## config.mk

```make
export PLATFORM = sky130hd
export DESIGN_NAME = exu_wb_arbiter
export DESIGN_NICKNAME = d
export VERILOG_FILES = /design/src/rtl/exu_wb_arbiter.sv
export SDC_FILE = /design/constraint.sdc
export NUM_CORES = 1
export LEC_CHECK = 0
export BUFFER_PORTS_ARGS = -buffer_cell sky130_fd_sc_hd__buf_2
export CAP_MARGIN = 20
export CORE_ASPECT_RATIO = 1.4
export CORE_MARGIN = 3
export CORE_UTILIZATION = 42
export CTS_CLUSTER_SIZE = 12
export DETAILED_ROUTE_END_ITERATION = 8
export HOLD_SLACK_MARGIN = 0.05
export PLACE_DENSITY = 0.89
export SLEW_MARGIN = 5
export SYNTH_ARGS = -nofsm -noshare
export SYNTH_HDL_FRONTEND = slang
export SYNTH_SLANG_ARGS = --single-unit
```

## constraint.sdc

```tcl
create_clock -name clk -period 7.15 [get_ports clk]
set_input_delay 1.43 -clock clk [delete_from_list [all_inputs] [get_ports clk]]
set_output_delay 1.43 -clock clk [all_outputs]
set_load 0.005 [all_outputs]
```

## src/rtl/exu_wb_arbiter.sv

```systemverilog
// Execute-stage write-back arbiter: serialises ALU/BJP/CSR/MULDIV/MEM results onto
// the single register-file write port using fixed priority with anti-starvation promotion.
module exu_wb_arbiter #(
    parameter int unsigned STARVE_LIMIT = 4,
    parameter int unsigned CNT_W        = 4
) (
    input  logic        clk,
    input  logic        rst,
    input  logic        alu_wb_valid_i,
    input  logic [4:0]  alu_wb_rd_i,
    input  logic [31:0] alu_wb_data_i,
    output logic        alu_wb_ready_o,
    input  logic        bjp_wb_valid_i,
    input  logic [4:0]  bjp_wb_rd_i,
    input  logic [31:0] bjp_wb_data_i,
    output logic        bjp_wb_ready_o,
    input  logic        csr_wb_valid_i,
    input  logic [4:0]  csr_wb_rd_i,
    input  logic [31:0] csr_wb_data_i,
    output logic        csr_wb_ready_o,
    input  logic        muldiv_wb_valid_i,
    input  logic [4:0]  muldiv_wb_rd_i,
    input  logic [31:0] muldiv_wb_data_i,
    output logic        muldiv_wb_ready_o,
    input  logic        mem_wb_valid_i,
    input  logic [4:0]  mem_wb_rd_i,
    input  logic [31:0] mem_wb_data_i,
    output logic        mem_wb_ready_o,
    output logic        reg_we_o,
    output logic [4:0]  reg_waddr_o,
    output logic [31:0] reg_wdata_o,
    output logic [2:0]  wb_src_o
);
    localparam int unsigned     NSRC  = 5;
    localparam logic [CNT_W-1:0] LIMIT = CNT_W'(STARVE_LIMIT);

    typedef enum logic [2:0] {
        SRC_NONE   = 3'd0,
        SRC_ALU    = 3'd1,
        SRC_BJP    = 3'd2,
        SRC_CSR    = 3'd3,
        SRC_MULDIV = 3'd4,
        SRC_MEM    = 3'd5
    } src_e;

    logic [NSRC-1:0]  valid;
    logic [NSRC-1:0]  starved;
    logic [NSRC-1:0]  cand;
    logic [NSRC-1:0]  grant;
    logic [4:0]       rd   [NSRC];
    logic [31:0]      data [NSRC];
    logic [CNT_W-1:0] cnt_q [NSRC];
    logic [CNT_W-1:0] cnt_d [NSRC];

    logic [4:0]  sel_rd;
    logic [31:0] sel_data;
    src_e        sel_src;

    logic        reg_we_q;
    logic [4:0]  reg_waddr_q;
    logic [31:0] reg_wdata_q;
    src_e        wb_src_q;

    // Index order is ascending priority: alu=0 ... mem=4.
    assign valid   = {mem_wb_valid_i, muldiv_wb_valid_i, csr_wb_valid_i, bjp_wb_valid_i, alu_wb_valid_i};
    assign rd[0]   = alu_wb_rd_i;
    assign rd[1]   = bjp_wb_rd_i;
    assign rd[2]   = csr_wb_rd_i;
    assign rd[3]   = muldiv_wb_rd_i;
    assign rd[4]   = mem_wb_rd_i;
    assign data[0] = alu_wb_data_i;
    assign data[1] = bjp_wb_data_i;
    assign data[2] = csr_wb_data_i;
    assign data[3] = muldiv_wb_data_i;
    assign data[4] = mem_wb_data_i;

    always_comb begin
        starved = '0;
        for (int unsigned i = 0; i < NSRC; i++) begin
            starved[i] = valid[i] && (cnt_q[i] == LIMIT);
        end
        // Starved requesters form their own candidate set, shadowing everyone else.
        cand  = (|starved) ? starved : valid;
        grant = '0;
        for (int unsigned i = 0; i < NSRC; i++) begin
            if (cand[i]) begin
                grant    = '0;
                grant[i] = 1'b1;
            end
        end
        if (rst) begin
            grant = '0;
        end
    end

    always_comb begin
        sel_rd   = '0;
        sel_data = '0;
        sel_src  = SRC_NONE;
        for (int unsigned i = 0; i < NSRC; i++) begin
            if (grant[i]) begin
                sel_rd   = rd[i];
                sel_data = data[i];
                sel_src  = src_e'(3'(i + 1));
            end
        end
    end

    always_comb begin
        for (int unsigned i = 0; i < NSRC; i++) begin
            cnt_d[i] = '0;
            if (valid[i] && !grant[i]) begin
                cnt_d[i] = (cnt_q[i] == LIMIT) ? cnt_q[i] : cnt_q[i] + 1'b1;
            end
        end
    end

    always_ff @(posedge clk or posedge rst) begin
        if (rst) begin
            for (int unsigned i = 0; i < NSRC; i++) begin
                cnt_q[i] <= '0;
            end
            reg_we_q    <= 1'b0;
            reg_waddr_q <= '0;
            reg_wdata_q <= '0;
            wb_src_q    <= SRC_NONE;
        end else begin
            for (int unsigned i = 0; i < NSRC; i++) begin
                cnt_q[i] <= cnt_d[i];
            end
            if (|grant) begin
                reg_we_q    <= (sel_rd != 5'd0);
                reg_waddr_q <= sel_rd;
                reg_wdata_q <= sel_data;
                wb_src_q    <= sel_src;
            end else begin
                reg_we_q <= 1'b0;
                wb_src_q <= SRC_NONE;
            end
        end
    end

    assign alu_wb_ready_o    = grant[0];
    assign bjp_wb_ready_o    = grant[1];
    assign csr_wb_ready_o    = grant[2];
    assign muldiv_wb_ready_o = grant[3];
    assign mem_wb_ready_o    = grant[4];

    assign reg_we_o    = reg_we_q;
    assign reg_waddr_o = reg_waddr_q;
    assign reg_wdata_o = reg_wdata_q;
    assign wb_src_o    = wb_src_q;
endmodule

```

Yosys cells after proc, flatten, opt, wreduce, memory -nomap -nowiden. Cells that the tools add are included.

Equal/unequal tests: 10. Reductions and logical operators: 18. Multiplexer cells: 34. Add/sub/neg operators: 5.

Operators by type and width (number): $mux 32 (5); $mux 5 (11); $mux 4 (10); $add 4x1->4 const B (5); $eq 4x3->1 const B (5); $mux 3 (5); $logic_and 1x1->1 (10); $ne 2x2->1 const B (5); $reduce_or 5->1 (2); $logic_not 1->1 (5); $reduce_bool 5->1 (1); $mux 1 (3).

Bits of input ports: 192. Word-level logic and storage cells: 76. Flip-flop bits (word level): 61.

Depth between registers and ports, before layout.
Word-level depth: 17. Depth in mapped cells: 10. Depth with buffers taken out: 9.

Least setup slack after synthesis. No wires, ideal clock.

Path kind: input-to-output. From: input port rst. To: output port muldiv_wb_ready_o. Setup slack: 2005 ps. Stages on the path: 4. Buffers on the path: 2. Data arrival time: 3715 ps. Cell sequence: inv_1 o211a_1 clkbuf_1 buf_1.

Longest elaborated chain between the ends: 1.

RTL lines: start, declared (RTL line 8) `input logic rst,`; $mux 5 (RTL line 91) `if (rst) begin`; end, declared (RTL line 24) `output logic muldiv_wb_ready_o,`.

Every way passes these cells.

Worst setup path after layout.
From: input port rst. To: output port csr_wb_ready_o.

Longest elaborated chain between the ends: 1.

RTL lines: $mux 5 (RTL line 91); end, declared (RTL line 20) `output logic csr_wb_ready_o,`.

Every way passes these cells.

==> flow_metrics.py <==
metrics = {
    "routing": {
        "routedWlPerCell_microns": 17.8,
        "finalWirelength_microns": 13300,
        "drtIter0Drc": 233,
        "first_pass_iters": 6,
        "ant_nets": 0,
        "vias_per_cell": 5.82,
        "num_vias": 4333,
        "post-route-drc-count": 0,
    },
    "grt": {
        "antenna_found_initial": 0,
        "grt_max_degree": 44,
        "grt_pass1_vias": 4407,
        "grt_overflow": 0,
        "grtUsageTotal_pct": 26.0,
        "grt_pass1_wl_microns": 20800,
    },
    "synth": {
        "syn_inst": 408,
        "synth-edff-count": 0,
        "yosysSeqAreaShare_pct": 40.7,
        "synthesis.area_sq_um": 3750,
        "async_reset_ff_share_pct": 100,
        "synth_nets": 610,
        "synth.ff_latch_count": 61,
        "synth_ff_type": "dfrtp_1",
        "avgSynthCellArea_sq_um": 9.19,
        "ys_warn_count": 0,
        "synth.lib_cells_used.distinct": 47,
    },
    "timing": {
        "tightest_slew_ns": 0.547,
        "report.final.slew_viol_count": 0,
        "relSlewSlack_pct": 63.5,
        "finalHoldViolCount": 0,
        "finalHoldWorstSlack_ns": 0.479,
        "setup_violations": 0,
        "rsz0062_at_grt": "false",
        "period_share_pct": 64.0,
        "fin_skew_ns": 0.00607,
        "timing.fmax_mhz": 219,
        "fin_crit_ns": 4.57,
        "fin_tns_setup_ns": 0,
    },
    "critical_path": {
        "end_kind": "output pin",
        "rrSetupSlack_ns": 4.38,
        "cp_cell_sequence": "buf_2 -> inv_2 -> buf_4 -> nand2b_1 -> nor2_1 -> buf_2",
        "required_ns": 5.72,
        "reg2reg_depth": 9,
        "cp_max_fo": 43,
        "cpPeakStageDelay_ns": 0.55,
        "setup.worst_path.class": "input port to output pin",
        "start_kind": "input port",
        "crit_top_cell": "buf_2",
        "arrival_ns": 3.14,
        "cpMaxStageDelayCell": "buf_4",
    },
    "run": {
        "maxCapViolCount": 0,
    },
    "hold_path": {
        "hp-class": "register to register",
        "whs_path_depth": 2,
    },
    "layout": {
        "layout_common_cells": "buf_2 (237), dfrtp_1 (61), nand2_1 (45), o21ai_0 (36), a221oi_1 (35)",
        "final_common_cell": "buf_2",
        "antenna_cells": 0,
        "drive_gt1_share_pct": 42.6,
        "nNetsFinal": 836,
        "final_core_util_pct": 61.5,
        "area_growth_syn_to_layout_pct": 42.1,
    },
    "clock_tree": {
        "cts_sinks": 61,
        "clockRootBuffer": "clkbuf_16",
        "clk_latency_ns": 0.32,
        "cts-hold-fix-buffers": 0,
        "cts-resized-gates": 0,
        "clkTransAtPathRegs_ns": 0.05,
        "post-cts-setup-buffer-count": 0,
        "cts_tree": "done",
        "cts.htree.levels": 3,
        "cts_max_path_buffers": 2,
        "cts_inserted_buffers": 9,
    },
    "power": {
        "p_per_area_nw_per_um2": 299,
        "power.total_w": 0.00159,
        "ir_drop_mv": 0.130,
        "power.leakage_nw": 2.61,
    },
    "outcome": {
        "status": "completed",
    },
    "die": {
        "core_sq_um": 8660,
        "rows": 40,
        "die-width_microns": 85.8,
        "pin_count": 238,
        "dieHeight_microns": 118,
        "start_util_pct": 43.3,
        "die_area_sq_um": 10100,
    },
    "placement": {
        "port_buffers": 237,
        "place_congestion": 0.850,
        "place_hpwl_microns": 9860,
    },
}
[metal layers]
metal  vias up  wire [microns]  GRT usage, %
met5         -               0             0
met4         0             460          13.0
met3        32            1160          3.85
met2       264            6970          46.7
met1      2016            4670          29.0
li1       2021               -             -
[per-stage QoR]
stage          worst slack (ns)  cell area (sq um)  cells
3_3_place_gp               2.57               4990    727
2_1_floorplan              2.00               3750    408
5_1_grt                    2.34               5330    744
6_report                   2.58               5330    744
4_1_cts                    2.51               5320    743
3_5_place_dp               2.52               4990    727
[critical path: cells and delay by family]
family                 cells  cell delay, ns
AND/OR/NAND/NOR            2            0.48
buffers and inverters      4            1.19
[logic make-up after synthesis]
group / Yosys count / synth area share, %
adders and majority gates: 10 / 3.34
DFF: 61 / 40.7
xor gates and xnor gates: 10 / 2.34
and+or+nand+nor: 105 / 13.6
buffers and inverters: 45 / 5.41
AOI/OAI and AO/OA: 177 / 34.6
[final timing paths]
check | from | end
max | rst | csr_wb_ready_o
min | reg_waddr_o[4] | reg_waddr_o[4]
max reg2reg | cnt_q[12] | reg_we_o
min reg2reg | reg_waddr_o[4] | reg_waddr_o[4]
max in group asynchronous | rst | cnt_q[9]
min in group asynchronous | rst | reg_waddr_o[2]
[power breakdown]
| part | internal [W] | switching, W |
|---|---|---|
| combinational | 0.000260 | 0.000339 |
| sequential | 0.000455 | 0.0000759 |
| clock | 0.000313 | 0.000147 |
[synth_stat cells (2+ instances only)]
master    instances  area share (%)
o21ai_2           2            0.47
nand4b_1          4            0.93
nand3_1           7            0.93
nand3b_1          4            0.80
and3b_1           2            0.47
dfrtp_1          61              41
buf_6             4             1.2
o211ai_1         33             6.6
a21oi_1          14             1.9
buf_1             3            0.30
nand2_1          45             4.5
nand2b_1          7             1.2
inv_1            14             1.4
a22oi_1          33             6.6
and3_1            2            0.33
a221o_1           2            0.53
a221oi_1         35             8.2
clkbuf_1         20             2.0
a211o_1           2            0.47
buf_2             3            0.40
a222oi_1          2            0.53
and2_4            2            0.47
o21ai_1           2            0.27
ha_1             10             3.3
nor3_1            5            0.67
nor2_1           23             2.3
a32oi_1           2            0.47
o21ai_0          36             4.8
o21a_1            2            0.40
xnor2_1           9             2.1
a22o_1            2            0.47
[cell type report]
type | count | area, sq um
repair buffers | 245 | 1250
flip-flops and latches | 61 | 1530
inverters | 15 | 56.3
clock buffers | 10 | 239
multi-input cells | 302 | 2040
well taps | 105 | 131
clock inverters | 6 | 86.3
fillers | 719 | 3330
[flip-flops by register name (all words and copies together), names as in the netlist]
register,count
cnt_q,20
reg_wdata_o,32
wb_src_o,3
reg_we_o,1
reg_waddr_o,5
No activity file was read; power rests on OpenSTA's default activity.
